### src/rtl/demux_1_8.sv
// Registered 1-to-8 demultiplexer: steers i_a onto the o_code line chosen by
// i_sel_code; all other lines are low, so the output is one-hot or zero.
module demux_1_8 (
    input  logic       i_clk,
    input  logic       i_rst,
    input  logic       i_a,
    input  logic [2:0] i_sel_code,
    output logic [7:0] o_code
);

    logic [7:0] code_d;
    logic [7:0] code_q;

    // Next-state decode: at most one line carries i_a.
    always_comb begin
        code_d = 8'h00;
        if (i_a) begin
            case (i_sel_code)
                3'd0:    code_d = 8'h01;
                3'd1:    code_d = 8'h02;
                3'd2:    code_d = 8'h04;
                3'd3:    code_d = 8'h08;
                3'd4:    code_d = 8'h10;
                3'd5:    code_d = 8'h20;
                3'd6:    code_d = 8'h40;
                3'd7:    code_d = 8'h80;
                default: code_d = 8'h00;
            endcase
        end else begin
            code_d = 8'h00;
        end
    end

    // Output register; reset wins over any input on the same edge.
    always_ff @(posedge i_clk) begin
        if (i_rst) begin
            code_q <= 8'h00;
        end else begin
            code_q <= code_d;
        end
    end

    assign o_code = code_q;

endmodule

### config.mk
export PLATFORM = sky130hd
export DESIGN_NAME = demux_1_8
export DESIGN_NICKNAME = d
export VERILOG_FILES = /design/src/rtl/demux_1_8.sv
export SDC_FILE = /design/constraint.sdc
export NUM_CORES = 1
export LEC_CHECK = 0
export CORE_AREA = 5 5 42 44
export DETAILED_ROUTE_END_ITERATION = 16
export DIE_AREA = 0 0 47 49
export GPL_ROUTABILITY_DRIVEN = 0
export GPL_TIMING_DRIVEN = 0
export PLACE_DENSITY = 0.44
export SLEW_MARGIN = 10
export SYNTH_ARGS = -nofsm -noshare
export SYNTH_HDL_FRONTEND = slang
export SYNTH_SLANG_ARGS = --single-unit
### constraint.sdc
create_clock -name i_clk -period 1.1 [get_ports i_clk]
set_clock_uncertainty 0.1 [all_clocks]
set_input_delay 0.11 -clock i_clk [delete_from_list [all_inputs] [get_ports i_clk]]
set_output_delay 0.11 -clock i_clk [all_outputs]
set_load 0.03 [all_outputs]
## Yosys cells after proc, flatten, opt, wreduce, memory -nomap -nowiden

Memories as Yosys holds them, arrays and structs flattened. A register that Yosys moved wholly into a read port is not among the register bits.
Cells that the tools add are included.
Widths: inputs -> output; s select.

| cells by class | value |
|---|---|
| reductions and logical operators | 1 |
| bitwise logic cells | 1 |

Operator list:

| cell | number |
|---|---|
| $reduce_or 2->1 | 1 |
| $not 1->1 | 1 |

| storage, ports and cells | value |
|---|---|
| memory bits (read-only) | 64 |
| output and inout port bits | 8 |
| word-level logic and storage cells | 3 |
| flip-flop bits (word level) | 0 |
| memories | 1 |
| input bits | 6 |

Memories:

| memory | words | width | rd ports | clocked after memory_dff | wr ports | line | RTL |
|---|---|---|---|---|---|---|---|
| (no name shown) | 8 | 8 | 1 | 1 | 0 | 18 | `case (i_sel_code)` |

## Depth between registers and ports, before layout

| depth | value |
|---|---|
| word-level depth | 2 |
| gate-level depth with buffers | 2 |
| mapped depth without buffers | 2 |

## Worst setup path after synthesis

Ideal clock, no wire load.

| timing | value |
|---|---|
| path type | input-to-reg |
| start point | in i_sel_code[2] |
| end point | reg code_q[0] (netlist: o_code[0]) |
| arrival | 594 ps |
| library setup time | 73 ps |
| stages on the path | 2 |
| path slack | 333 ps |
| required time | 927 ps |
| buffers on the path | 0 |
| cells stage by stage | or3b_4 nor3_2 |

RTL lines:

| what | line | RTL |
|---|---|---|
| start, declared | 7 | `input logic [2:0] i_sel_code,` |
| end, declared | 12 | `logic [7:0] code_q;` |

## Final worst setup path

| timing | value |
|---|---|
| start point | reg code_q[7] (netlist: o_code[7]) |
| end point | out o_code[7] |

RTL lines:

| what | line | RTL |
|---|---|---|
| end, declared | 8 | `output logic [7:0] o_code` |

No word-level cell between the ends.

==> key figures <==
Drt
  • Drt drc: 0
  • DRT Pass-1 Iters: 2
  • ANT nets after route: 0
  • WL/cell: 8.98 um
  • Vias: 189
  • WL final: 476 um
  • DR iter-0 viols: 1
  • Mean number of vias per cell: 3.57

Layout
  • Fraction of layout cells with a size suffix above 1: 0.351
  • Register area: 160 um2
  • Final nets: 45
  • Max FFs per register: 8
  • Fin cells: 53
  • Post-layout util: 0.286
  • Final Cell Area: 400 um2
  • Commonest non-fill, non-tap cell in the layout: dfxtp_1
  • Commonest non-fill, non-tap cells in the layout: dfxtp_1, nor2_1, clkdlybuf4s50_1
  • Diode count: 0
  • Area of the multi-input gates: 72.6 um2
  • Fill count: 164
  • Syn-to-layout area delta: 72.0%

Place
  • Post-DP HPWL: 384 um
  • Post-Place Cell Area: 383 um2
  • Placed cell count: 50
  • Number of I/O port buffers: 13

STA
  • Final number of max-transition violations: 0
  • Rel. slew slack: 0.886
  • Setup violators final: 0
  • Hold Fails Final Rpt: 0
  • Max Clk Rate: 951 MHz
  • Final Critical Period: 1.05 ns
  • Tightest Pin Transition: 0.171 ns
  • RSZ-0062 raised after global routing: false
  • Final Cycle Share: 0.956

Worst hold path
  • Worst hold start: i_sel_code[1]
  • Hold path cells: 2
  • Worst Hold Class: in -> reg
  • Worst Hold End: o_code[0]

Synthesis
  • Dominant cell type by area after synthesis: dfxtp_1
  • Largest family of logic cells by synthesized area: simple AND/OR/NAND/NOR gates
  • Yosys reg bits: 8
  • Post-synthesis instance area: 233 um2
  • Post-synthesis sequential area ratio: 0.688
  • Post-synthesis xor/xnor area fraction: 0
  • Post-synth net total: 27
  • Simple-gate share of the synthesized area: 0.312
  • Post-synthesis adder-cell area fraction: 0
  • Post-Syn Area per Cell: 11.1 um2
  • Synth top area share: 0.688
  • Post-synthesis cell count: 21
  • Mux contribution to synthesized area: 0
  • Syn. warnings: 0
  • Compound-Gate Fraction of Synth Area: 0
  • Synth cell types: 8
  • Synth top area cells: dfxtp_1, nor2_1, nand2b_1

Global route
  • Antenna violations before repair: 0
  • GRT overflow: 0
  • Largest net degree at the start of global routing: 6
  • Vias in the first global route: 221
  • Global-route wire length before repair: 862 um
  • Gr usage total: 0.0580

Floorplanning
  • Die W: 47 um
  • Height of the die: 49 um
  • Die area: 2300 um2
  • Cell Rows: 14
  • Initial Util: 0.166
  • Total core area: 1400 um2
  • # IOs: 14

Setup path
  • Startpoint types: register
  • Critical Path AT: 0.84 ns
  • CP max stage cell: dfxtp_1
  • Critical path start-end classification: reg -> out
  • Bufs and invs on worst path: 1
  • CP max FO: 1
  • Delay-heaviest family, CP: flip-flops
  • CP max stage delay: 0.30 ns
  • Data required time of the worst path: 0.89 ns
  • CP endpoint kind: output pin
  • Worst-path cell chain: clkdlybuf4s15_2

Job
  • Max-Cap Viols: 0

CTS
  • Clk sinks: 8
  • Deepest clock path buffer count: 2
  • Reg clk slew, reported paths: 0.05 ns
  • CTS root buffer: clkbuf_4
  • Htree depth: 1
  • TritonCTS Buffers: 3
  • CTS tree: yes

Run status
  • Status: completed

Pwr
  • Power Dens Cells: 1430 nW/um2
  • Lkg Pwr: 0.000155 uW
  • Maximum vdd drop: 0.000498 V
==> cell usage after synthesis <==
cell	count
nor3_2	1
dfxtp_1	8
or3b_4	1
nand2b_1	2
nor2_1	6
nand3b_1	1
nor3_1	1
nand2_1	1
==> how the worst max path moves through the flow <==
stage,start,endpoint,slack (ns),depth (start not counted)
after detailed placement,i_a,o_code[0],-0.19,3
after floorplan,i_sel_code[2],o_code[0],0.33,2
final,o_code[7],o_code[7],0.05,1
after global placement,i_a,o_code[0],-0.16,3
after CTS,o_code[7],o_code[7],0.03,1
after global routing,o_code[5],o_code[5],0.0004,1
==> power by group <==
part	switching [uW]	internal, uW
logic	25.7	28.3
clock network	96.6	125
registers	1.04	295
==> area by class of cell <==
cell class                      count  share of cell area
Tap cell                           16              0.0500
Sequential cell                     8               0.400
Timing Repair Buffer               13               0.313
Clock buffer                        3              0.0562
Multi-Input combinational cell     13               0.181
==> timing repair <==
| action | in CTS | in global routing |
|---|---|---|
| hold endpoints to repair | 0 | 0 |
| endpoints found under the setup margin | 8 | 4 |
| resized for setup | 24 | 6 |
| hold buffers | 0 | 0 |
| buffers inserted | 0 | 0 |
==> routing by layer <==
metal	vias up	global-route usage	wire length, um
li1	99	-	-
met2	10	0.0792	237
met5	-	0	0
met4	0	0.0829	0
met3	0	0.0258	74
met1	80	0.0489	163
==> cells by family (layout without fill, tap and decap cells) <==
group         after synthesis  in the layout
simple gates               13             13
flops                       8              8
buf+inv                     0             16
==> through the flow <==
stage	hold slack [ns]	total power, uW	setup slack [ns]	TNS [ns]
4_1_cts	0.404	584	0.0304	0
6_report	0.412	571	0.0481	0
3_3_place_gp	0.669	358	-0.159	-1.07
2_1_floorplan	0.0790	325	0.333	0
3_5_place_dp	0.673	359	-0.188	-1.18
5_1_grt	0.431	610	0.000356	0
Power figures use the tool's default switching activity.
